--- src/rtl/ifm_pf_pkg.sv ---
// rtl/ifm_pf_pkg.sv - shared types and constants for the ifm_pf prefetching fetch stage
package ifm_pf_pkg;

  localparam logic [31:0] NOP_INSTR = 32'h0000_0013;

  typedef struct packed {
    logic [31:0] pc;
    logic [31:0] instr;
    logic        err;
  } entry_t;

  // Counters must hold the full-queue value, hence one bit above the index width.
  function automatic int cnt_width(input int depth);
    return $clog2(depth) + 1;
  endfunction

endpackage

--- src/rtl/ifm_pf_if.sv ---
// rtl/ifm_pf_if.sv - instruction bus and decode handshake bundle for ifm_pf
// IFM_PF_BUS_ERR_EN adds wb_err_i and fetch_err_o.
interface ifm_pf_if;
  logic [31:0] wb_adr_o;
  logic [31:0] wb_dat_i;
  logic        wb_we_o;
  logic [3:0]  wb_sel_o;
  logic        wb_stb_o;
  logic        wb_ack_i;
  logic        wb_cyc_o;
  logic        wb_stall_i;
  logic [31:0] instr_o;
  logic [31:0] pc_o;
  logic        output_ready_i;
  logic        output_valid_o;
`ifdef IFM_PF_BUS_ERR_EN
  logic        wb_err_i;
  logic        fetch_err_o;
`endif

  modport master (
`ifdef IFM_PF_BUS_ERR_EN
    input  wb_err_i,
    output fetch_err_o,
`endif
    output wb_adr_o, wb_we_o, wb_sel_o, wb_stb_o, wb_cyc_o,
    input  wb_dat_i, wb_ack_i, wb_stall_i,
    output instr_o, pc_o, output_valid_o,
    input  output_ready_i
  );

  modport slave (
`ifdef IFM_PF_BUS_ERR_EN
    output wb_err_i,
    input  fetch_err_o,
`endif
    input  wb_adr_o, wb_we_o, wb_sel_o, wb_stb_o, wb_cyc_o,
    output wb_dat_i, wb_ack_i, wb_stall_i,
    input  instr_o, pc_o, output_valid_o,
    output output_ready_i
  );
endinterface

--- src/rtl/ifm_pf_fifo.sv ---
// rtl/ifm_pf_fifo.sv - prefetch queue of {pc, instr, err} entries; flush beats push and pop
module ifm_pf_fifo
  import ifm_pf_pkg::*;
#(
  parameter int DEPTH = 4
) (
  input  logic                        clk_i,
  input  logic                        rst_i,
  input  logic                        flush_i,
  input  logic                        push_i,
  input  logic                        pop_i,
  input  entry_t                      data_i,
  output entry_t                      head_o,
  output logic [cnt_width(DEPTH)-1:0] count_o,
  output logic                        empty_o,
  output logic                        full_o
);
  localparam int AW = $clog2(DEPTH);
  localparam int CW = cnt_width(DEPTH);

  entry_t          mem_q [DEPTH];
  logic [AW-1:0]   wr_q, rd_q;
  logic [CW-1:0]   cnt_q;
  logic            do_push, do_pop;

  assign empty_o = (cnt_q == '0);
  assign full_o  = (cnt_q == CW'(DEPTH));
  assign count_o = cnt_q;
  assign head_o  = mem_q[rd_q];
  assign do_push = push_i & ~full_o & ~flush_i;
  assign do_pop  = pop_i & ~empty_o & ~flush_i;

  always_ff @(posedge clk_i) begin
    if (rst_i || flush_i) begin
      wr_q  <= '0;
      rd_q  <= '0;
      cnt_q <= '0;
    end else begin
      if (do_push) wr_q <= wr_q + 1'b1;
      if (do_pop)  rd_q <= rd_q + 1'b1;
      cnt_q <= cnt_q + CW'(do_push) - CW'(do_pop);
    end
  end

  always_ff @(posedge clk_i) begin
    if (do_push) mem_q[wr_q] <= data_i;
  end
endmodule

--- src/rtl/ifm_pf.sv ---
// rtl/ifm_pf.sv - prefetching instruction fetch with pipelined Wishbone reads
// IFM_PF_BUS_ERR_EN turns bus errors into flagged NOP entries that halt issue until a branch.
module ifm_pf
  import ifm_pf_pkg::*;
#(
  parameter logic [31:0] BOOT_ADDR       = 32'h0000_0000,
  parameter int          FIFO_DEPTH      = 4,
  parameter int          MAX_OUTSTANDING = 2
) (
  input  logic        clk_i,
  input  logic        rst_i,
  input  logic        irq_i,
  input  logic        drq_i,
  input  logic        branch_i,
  input  logic [31:0] branch_target_i,
  ifm_pf_if.master    bus
);
  localparam int              CW      = cnt_width(FIFO_DEPTH);
  localparam logic [CW-1:0]   MAX_C   = CW'(MAX_OUTSTANDING);
  localparam logic [CW:0]     DEPTH_C = (CW+1)'(FIFO_DEPTH);

  entry_t        head, push_e;
  logic [CW-1:0] count, out_q, out_d, disc_q, disc_d;
  logic [31:0]   pc_q, pc_d, ack_pc_q, ack_pc_d, tgt;
  logic          hold_q, hold_d, halt_q, err_in;
  logic          empty, full, issue_ok, accept, term, push, pop;

`ifdef IFM_PF_BUS_ERR_EN
  assign err_in = bus.wb_err_i;
  assign bus.fetch_err_o = ~empty & head.err;
  always_ff @(posedge clk_i) begin
    if (rst_i || branch_i) halt_q <= 1'b0;
    else if (push && err_in) halt_q <= 1'b1;
  end
`else
  assign err_in = 1'b0;
  assign halt_q = 1'b0;
`endif

  assign tgt      = {branch_target_i[31:2], 2'b00};
  assign term     = (bus.wb_ack_i | err_in) & (out_q != '0);
  // Outstanding credits reserve queue space, so every landing ack has a slot.
  assign issue_ok = ~irq_i & ~drq_i & ~halt_q & ~full & (out_q < MAX_C)
                  & (({1'b0, out_q} + {1'b0, count}) < DEPTH_C);
  assign bus.wb_stb_o = ~rst_i & ~branch_i & (hold_q | issue_ok);
  assign accept   = bus.wb_stb_o & ~bus.wb_stall_i;
  assign push     = term & (disc_q == '0) & ~branch_i;
  assign pop      = bus.output_valid_o & bus.output_ready_i & ~branch_i;
  assign push_e   = '{pc: ack_pc_q, instr: (err_in ? NOP_INSTR : bus.wb_dat_i), err: err_in};

  assign bus.wb_adr_o       = pc_q;
  assign bus.wb_we_o        = 1'b0;
  assign bus.wb_sel_o       = 4'hF;
  assign bus.wb_cyc_o       = bus.wb_stb_o | (out_q != '0);
  assign bus.output_valid_o = ~empty;
  assign bus.instr_o        = empty ? 32'h0 : (head.err ? NOP_INSTR : head.instr);
  assign bus.pc_o           = empty ? 32'h0 : head.pc;

  always_comb begin
    out_d    = out_q + CW'(accept) - CW'(term);
    pc_d     = accept ? pc_q + 32'd4 : pc_q;
    ack_pc_d = push ? ack_pc_q + 32'd4 : ack_pc_q;
    disc_d   = (term && disc_q != '0) ? disc_q - 1'b1 : disc_q;
    hold_d   = bus.wb_stb_o & bus.wb_stall_i;
    if (branch_i) begin
      pc_d     = tgt;
      ack_pc_d = tgt;
      disc_d   = out_q - CW'(term);
    end
  end

  always_ff @(posedge clk_i) begin
    if (rst_i) begin
      pc_q     <= BOOT_ADDR;
      ack_pc_q <= BOOT_ADDR;
      out_q    <= '0;
      disc_q   <= '0;
      hold_q   <= 1'b0;
    end else begin
      pc_q     <= pc_d;
      ack_pc_q <= ack_pc_d;
      out_q    <= out_d;
      disc_q   <= disc_d;
      hold_q   <= hold_d;
    end
  end

  ifm_pf_fifo #(.DEPTH(FIFO_DEPTH)) u_fifo (
    .clk_i   (clk_i),
    .rst_i   (rst_i),
    .flush_i (branch_i),
    .push_i  (push),
    .pop_i   (pop),
    .data_i  (push_e),
    .head_o  (head),
    .count_o (count),
    .empty_o (empty),
    .full_o  (full)
  );
endmodule

--- src/flat_wrapper.sv ---
// flat-port wrapper written by rule: the top's interface ports become plain ports
module ifm_pf_flat import ifm_pf_pkg::*;
#(
  parameter logic [31:0] BOOT_ADDR       = 32'h0000_0000,
  parameter int          FIFO_DEPTH      = 4,
  parameter int          MAX_OUTSTANDING = 2
)
  (clk_i, rst_i, irq_i, drq_i, branch_i, branch_target_i, bus_wb_adr_o, bus_wb_we_o, bus_wb_sel_o, bus_wb_stb_o, bus_wb_cyc_o, bus_wb_dat_i, bus_wb_ack_i, bus_wb_stall_i, bus_instr_o, bus_pc_o, bus_output_valid_o, bus_output_ready_i);
  ifm_pf_if bus_i ();
  input  logic clk_i;
  input  logic rst_i;
  input  logic irq_i;
  input  logic drq_i;
  input  logic branch_i;
  input  logic [31:0] branch_target_i;
  output wire logic [$bits(bus_i.wb_adr_o)-1:0] bus_wb_adr_o;
  output wire logic [$bits(bus_i.wb_we_o)-1:0] bus_wb_we_o;
  output wire logic [$bits(bus_i.wb_sel_o)-1:0] bus_wb_sel_o;
  output wire logic [$bits(bus_i.wb_stb_o)-1:0] bus_wb_stb_o;
  output wire logic [$bits(bus_i.wb_cyc_o)-1:0] bus_wb_cyc_o;
  input wire logic [$bits(bus_i.wb_dat_i)-1:0] bus_wb_dat_i;
  input wire logic [$bits(bus_i.wb_ack_i)-1:0] bus_wb_ack_i;
  input wire logic [$bits(bus_i.wb_stall_i)-1:0] bus_wb_stall_i;
  output wire logic [$bits(bus_i.instr_o)-1:0] bus_instr_o;
  output wire logic [$bits(bus_i.pc_o)-1:0] bus_pc_o;
  output wire logic [$bits(bus_i.output_valid_o)-1:0] bus_output_valid_o;
  input wire logic [$bits(bus_i.output_ready_i)-1:0] bus_output_ready_i;
  assign bus_wb_adr_o = bus_i.wb_adr_o;
  assign bus_wb_we_o = bus_i.wb_we_o;
  assign bus_wb_sel_o = bus_i.wb_sel_o;
  assign bus_wb_stb_o = bus_i.wb_stb_o;
  assign bus_wb_cyc_o = bus_i.wb_cyc_o;
  assign bus_i.wb_dat_i = bus_wb_dat_i;
  assign bus_i.wb_ack_i = bus_wb_ack_i;
  assign bus_i.wb_stall_i = bus_wb_stall_i;
  assign bus_instr_o = bus_i.instr_o;
  assign bus_pc_o = bus_i.pc_o;
  assign bus_output_valid_o = bus_i.output_valid_o;
  assign bus_i.output_ready_i = bus_output_ready_i;
  ifm_pf #(.BOOT_ADDR(BOOT_ADDR), .FIFO_DEPTH(FIFO_DEPTH), .MAX_OUTSTANDING(MAX_OUTSTANDING)) u_core (.clk_i(clk_i), .rst_i(rst_i), .irq_i(irq_i), .drq_i(drq_i), .branch_i(branch_i), .branch_target_i(branch_target_i), .bus(bus_i));
endmodule
--- config.mk ---
export PLATFORM = sky130hd
export DESIGN_NAME = ifm_pf_flat
export DESIGN_NICKNAME = d
export VERILOG_FILES = /design/src/rtl/ifm_pf_pkg.sv /design/src/rtl/ifm_pf_if.sv /design/src/rtl/ifm_pf_fifo.sv /design/src/rtl/ifm_pf.sv /design/src/flat_wrapper.sv
export SDC_FILE = /design/constraint.sdc
export NUM_CORES = 1
export LEC_CHECK = 0
export BUFFER_PORTS_ARGS = -buffer_cell sky130_fd_sc_hd__buf_4
export CELL_PAD_IN_SITES_DETAIL_PLACEMENT = 1
export CELL_PAD_IN_SITES_GLOBAL_PLACEMENT = 1
export CORE_MARGIN = 1
export CORE_UTILIZATION = 52
export DETAILED_ROUTE_END_ITERATION = 6
export PLACE_DENSITY = 0.82
export SLEW_MARGIN = 20
export SYNTH_ARGS = -nofsm -noshare
export SYNTH_HDL_FRONTEND = slang
export SYNTH_SLANG_ARGS = --single-unit
--- constraint.sdc ---
create_clock -name clk_i -period 8.51 [get_ports clk_i]
set_clock_uncertainty 0.2 [all_clocks]
set_input_delay 1.2765 -clock clk_i [delete_from_list [all_inputs] [get_ports clk_i]]
set_output_delay 1.2765 -clock clk_i [all_outputs]
set_load 0.05 [all_outputs]
# --- Yosys cells after proc, flatten, opt, wreduce, memory -nomap -nowiden ---
# Memories as Yosys holds them, arrays and structs flattened. A register that Yosys moved wholly into a read port is not among the register bits.
# Cells that the tools add are included.
classes:
  n_eq_ne: 1
  n_bitwise: 26
  n_addsub: 11
  n_reduce_logical: 10
  order_cmp: 2
  muxes: 13
op_table:
  columns: ["operator", "n"]
  rows:
  - ["$mux W32", 7]
  - ["$add A32 B3 Y32 const B", 2]
  - ["$and A1 B1 Y1", 17]
  - ["$sub A3 B1 Y3", 3]
  - ["$not A1 Y1", 7]
  - ["$add A3 B1 Y3", 2]
  - ["$logic_not A3 Y1", 2]
  - ["$mux W3", 2]
  - ["$reduce_bool A2 Y1", 3]
  - ["$reduce_bool A3 Y1", 2]
  - ["$add A2 B1 Y2 const B", 2]
  - ["$add A3 B3 Y4", 1]
  - ["$lt A4 B3 Y1 const B", 1]
  - ["$mux W2", 2]
  - ["$eq A3 B3 Y1 const B", 1]
  - ["$lt A3 B2 Y1 const B", 1]
  - ["$sub A3 B1 Y3 const B", 1]
  - ["$mux W1", 2]
  - ["$or A1 B1 Y1", 2]
  - ["$reduce_or A2 Y1", 1]
  - ["$logic_and A1 B1 Y1", 1]
  - ["$logic_or A1 B1 Y1", 1]
word_totals:
  mem_count: 1
  ff_bits: 78
  output_inout_bits: 104
  inputBits: 72
  word_cells: 74
  ram_bits: 256
memory_table:
  columns: ["name", "words", "word_bits", "read_ports", "rd_ports_with_merged_regs", "write_ports", "line", "text"]
  rows:
  - ["u_core.u_fifo.mem_q", 4, 64, 1, 1, 1, "ifm_pf_fifo.sv:21", "entry_t mem_q [DEPTH];"]

# --- Longest topological paths before layout ---
depth:
  word_depth: 10
  mapped_depth: 14
  depth_no_buf: 14

# --- Hierarchy ---
# From an unflattened synthesis, not the netlist that was laid out.
unflattened:
  hier_cells: 936
  area_unflattened_um2: 14292.5
modules_own_cells:
  columns: ["mod", "area_each_um2", "seq_area_each_um2", "cells_each", "n_inst"]
  rows:
  - ["ifm_pf_fifo", 9924.5, 7987.7, 389, 1]
  - ["ifm_pf", 4367.9, 1341.3, 547, 1]

# --- Worst setup path after synthesis ---
# No wires, ideal clock.
synth_timing:
  path_type: "input to output"
  from: "in irq_i"
  to: "out bus_wb_cyc_o"
  t_arrival_ns: 3.136
  path_buffers: 0
  stages: 4
  path_slack_ns: 3.898
  t_required_ns: 7.034
  cell_sequence: "nor4_4 > a41oi_4 > nor2_1 > or4_1"
synth_between:
  elab_chain_len: 8
synth_lines:
  columns: ["item", "line", "text"]
  rows:
  - ["start: declaration", "flat_wrapper.sv:12", "input logic irq_i;"]
  - ["$not A1 Y1", "ifm_pf.sv:43", "assign issue_ok = ~irq_i & ~drq_i & ~halt_q & ~full & (out_q < MAX_C)"]
  - ["$and A1 B1 Y1 (3 in series)", "ifm_pf.sv:43", null]
  - ["$and A1 B1 Y1", "ifm_pf.sv:44", "& (({1'b0, out_q} + {1'b0, count}) < DEPTH_C);"]
  - ["$or A1 B1 Y1", "ifm_pf.sv:45", "assign bus.wb_stb_o = ~rst_i & ~branch_i & (hold_q | issue_ok);"]
  - ["$and A1 B1 Y1", "ifm_pf.sv:45", null]
  - ["net bus_wb_stb_o", "flat_wrapper.sv:19", "output wire logic [$bits(bus_i.wb_stb_o)-1:0] bus_wb_stb_o;"]
  - ["$or A1 B1 Y1", "ifm_pf.sv:54", "assign bus.wb_cyc_o = bus.wb_stb_o | (out_q != '0);"]
  - ["end: declaration", "flat_wrapper.sv:20", "output wire logic [$bits(bus_i.wb_cyc_o)-1:0] bus_wb_cyc_o;"]
# The timed path passes the listed nets, and every way through them passes these cells.

# --- Final worst setup path ---
layout_timing:
  from: "in drq_i"
  to: "out bus_wb_cyc_o"
layout_between:
  elab_chain_len: 8
layout_lines:
  columns: ["item", "line", "text"]
  rows:
  - ["start: declaration", "flat_wrapper.sv:13", "input logic drq_i;"]
  - ["$not A1 Y1", "ifm_pf.sv:43", null]
  - ["$and A1 B1 Y1 (3 in series)", "ifm_pf.sv:43", null]
  - ["$and A1 B1 Y1", "ifm_pf.sv:44", null]
  - ["$or A1 B1 Y1", "ifm_pf.sv:45", null]
  - ["$and A1 B1 Y1", "ifm_pf.sv:45", null]
  - ["$or A1 B1 Y1", "ifm_pf.sv:54", null]
# Every way passes these cells.

==> reports/summary.log <==
qor: cells_and_area.postLayoutCellArea 0.0164 mm²
qor: hold_path.min_to u_core.u_fifo.mem_q[0][63]$_DFFE_PP_
qor: yosys.synth.most_common_cell edfxtp_1
qor: pwr.ir_worst_vdd 158 µV
qor: cells_and_area.area_growth 19.8%
qor: yosys.async_s_r_ff_share_synth 0%
qor: yosys.netlist_instances 893
qor: floorplan.initial_core_util 52.7%
qor: critical_path.regToRegSetupSlack 5.19 ns
qor: timing.max_slew_margin 34.7%
qor: route.firstDrtPassIters 5
qor: route.antenna_left 0
qor: grt.grt_pass1_wl 48,600 µm
qor: cells_and_area.seqCellArea 0.00897 mm²
qor: critical_path.category_of_the_critical_setup_timing_path primary input to output pin
qor: cts.htree_levels 2
qor: critical_path.worstSetupStartpoint drq_i
qor: grt.global_route.peak_usage_layer met2
qor: critical_path.largest_fanout_on_the_critical_path 8
qor: yosys.avgSynthCellArea 15.3 µm²
qor: cells_and_area.finish.net_count 1,150
qor: yosys.post_synth_edffs 248
qor: route.avgRoutedWirePerCell 22.4 µm
qor: place.detailedPlacementHpwl 18,900 µm
qor: cts.clock_tree.buffer_depth 3
qor: route.route.detailed.drc 0
qor: critical_path.critical_path.reg2reg.startpoint u_core.disc_q[0]$_SDFFE_PP0P_
qor: yosys.synth_largest_area_cell edfxtp_1
qor: critical_path.critPathRequiredTime 7.03 ns
qor: floorplan.pin_count 176
qor: route.drtIter0Drc 492
qor: cts.cts_setup_buffers 0
qor: cells_and_area.layout.filler_cells 2,410
qor: timing.min_period 4.26 ns
qor: floorplan.rows 59
qor: timing.setup_total_negative_slack 0 ns
qor: cells_and_area.drive_above_1_share 28.7%
qor: hold_path.timing.hold.worst.class flop to flop
qor: yosys.cells_taking_the_most_area_after_synthesis edfxtp_1, dfxtp_1, mux4_2, nor2b_1, a21boi_0
qor: grt.grt_antenna_before_repair 0
qor: yosys.yosys.area.top_type_share 54.3%
qor: route.via_density 5.59
qor: cells_and_area.antenna_diode_instance_count 0
qor: timing.worst_margin_pin_slew 0.979 ns
qor: hold_path.worst_hold_path.num_cells 0
qor: grt.grt_remaining_overflow 0
qor: place.finalWeightedCongestion 0.786
qor: cts.numCtsBuffers 36
qor: cts.clkLatencyLatePin 0.52 ns
qor: cells_and_area.layout.core_utilization 63.2%
qor: floorplan.die_extent_in_x 164 µm
qor: cts.clk_pin_slew_worst_paths 0.06 ns
qor: cts.clock_tree.root_cell clkbuf_16
qor: place.place.port_buffers 164
qor: pwr.power_per_cell_area 236 mW/mm²
qor: yosys.synth_warnings 0
qor: floorplan.die-area 0.0270 mm²
qor: timing.finalMaxSlewViolations 0
qor: cts.clock-sinks 324
qor: yosys.synth_cell_types 58
qor: grt.grt_use_met3 4.62%
qor: timing.finalHoldViolCount 0
qor: pwr.leakagePower 5.75 nW
qor: cells_and_area.layoutNonFillerInstCount 1,421
qor: status.outcome finished, final reports clean
qor: route.dr_vias 7,945
qor: critical_path.data_arrival_time_of_the_worst_path 2.79 ns
qor: route.routed_wirelength 31,800 µm
qor: yosys.synth_area 0.0137 mm²
qor: grt.grt_max_degree 65
qor: timing.maxClockFrequency 235 MHz
qor: timing.finalHoldWorstSlack 0.342 ns
qor: timing.post-route-period-util 50.1%
qor: grt.number_of_global_route_vias_before_repair 8,483
qor: critical_path.timing.reg2reg.worst_path_depth 14
qor: timing.setup_viol_count_final 0
qor: hold_path.holdCritStartpoint u_core.ack_pc_q[31]$_SDFFE_PP0P_
qor: yosys.synth_seq_area_share 65.4%
qor: critical_path.setup.worst_path.start_class primary input
qor: yosys.synth-seq-cells 324
qor: cells_and_area.area_of_the_multi_input_gates 0.00434 mm²
qor: grt.gr-usage-met2 40.5%
qor: cts.ctsResizeCount 0
qor: place.dp_cells 1,356
qor: yosys.yosys_most_used_dff edfxtp_1
qor: cts.cts_tree built
qor: grt.grt_usage 24.1%
qor: timing.grt_setup_unrepaired false
qor: job.cap_violations 0
qor: cts.ctsHoldBuffers 0
qor: critical_path.rr_endpoint u_core.u_fifo.count_o[2]$_SDFF_PP0_
qor: floorplan.design.core.area 0.0260 mm²
qor: grt.grt.met1_usage 31.8%
qor: floorplan.floorplan.die.height 164 µm
qor: yosys.synth_commonest_cells edfxtp_1, dfxtp_1, nor2b_1, mux4_2
qor: place.placed_cell_area 0.0152 mm²
qor: critical_path.end_kind output pin
[where the power goes]
group	internal, W	total [W]	switching [W]
logic	0.000170	0.000460	0.000291
clock network	0.000968	0.00159	0.000617
registers	0.00178	0.00184	0.0000598
[flip-flops by register name (all words and copies together), names as in the netlist, named ones only]
signal / flops
u_core.u_fifo.rd_q: 2
u_core.u_fifo.count_o: 3
u_core.bus.wb_adr_o: 30
u_core.u_fifo.wr_q: 2
u_core.u_fifo.mem_q: 248
u_core.hold_q: 1
u_core.out_q: 3
u_core.ack_pc_q: 30
u_core.disc_q: 3
[worst max-delay path: stages]
cell	delay (ns)
buf_4	0.09
and2b_1	0.20
a41oi_4	0.46
nor2_1	0.13
or4_1	0.42
buf_4	0.20
[cell usage in the layout, fill, tap and decap left out, types with 4 or more instances in the layout]
master	netlist	routed
clkinv_1	1	8
mux4_2	62	62
edfxtp_1	248	248
xor2_1	32	32
nor2_1	23	23
ha_1	17	17
bufinv_16	0	5
and4_1	4	4
buf_4	10	172
a21boi_1	6	6
a21oi_1	31	31
nor4_4	4	4
clkbuf_16	0	37
inv_1	47	47
conb_1	2	9
nand2_1	24	24
dfxtp_1	76	74
a21boi_0	47	47
xnor2_1	35	35
nand3_1	26	26
nor3_1	16	15
and3_1	4	4
nand4_1	20	20
nor2b_1	65	65
clkbuf_1	32	7
nor4_1	5	4
[cell families after synthesis]
| kind of cell | Yosys count | share of synthesized area (%) |
|---|---|---|
| flops | 324 | 65.4 |
| simple gates | 220 | 9.85 |
| buf+inv | 100 | 3.28 |
| compound gates | 97 | 4.90 |
| xor+xnor | 67 | 4.28 |
| mux | 64 | 10.3 |
| fa+ha+maj | 19 | 1.84 |
| other cells | 2 | 0.0548 |
[per-layer routing]
| layer | wire [µm] | up-vias | part of all wire (%) |
|---|---|---|---|
| li1 | - | 3654 | - |
| met1 | 13700 | 4036 | 43 |
| met2 | 15800 | 217 | 50 |
| met3 | 1730 | 38 | 5.4 |
| met4 | 550 | 0 | 1.7 |
| met5 | 0 | - | 0 |
[cell type report]
type | instances | share of cell area, %
flip-flops and latches | 324 | 54.7
multi-input cells | 476 | 26.4
repair buffers | 173 | 7.93
clock buffers | 46 | 5.97
well taps | 335 | 2.55
clock inverters | 19 | 1.36
inverters | 48 | 1.10
[worst max-delay path by stage]
| stage | end | slack (ns) |
|---|---|---|
| final | bus_wb_cyc_o | 4.25 |
| after global routing | bus_pc_o[29] | 4.15 |
| after CTS | bus_instr_o[11] | 4.00 |
| after detailed placement | bus_wb_cyc_o | 4.25 |
| after global placement | bus_wb_cyc_o | 4.26 |
| after floorplan | bus_wb_cyc_o | 3.90 |
[through the flow]
step                setup WS (ns)  power [W]
detailed placement           4.25    0.00233
finish                       4.25    0.00388
floorplan                    3.90    0.00217
CTS                          4.00    0.00392
global route                 4.15    0.00401
global placement             4.26    0.00231
No activity file was read; power rests on OpenSTA's default activity.
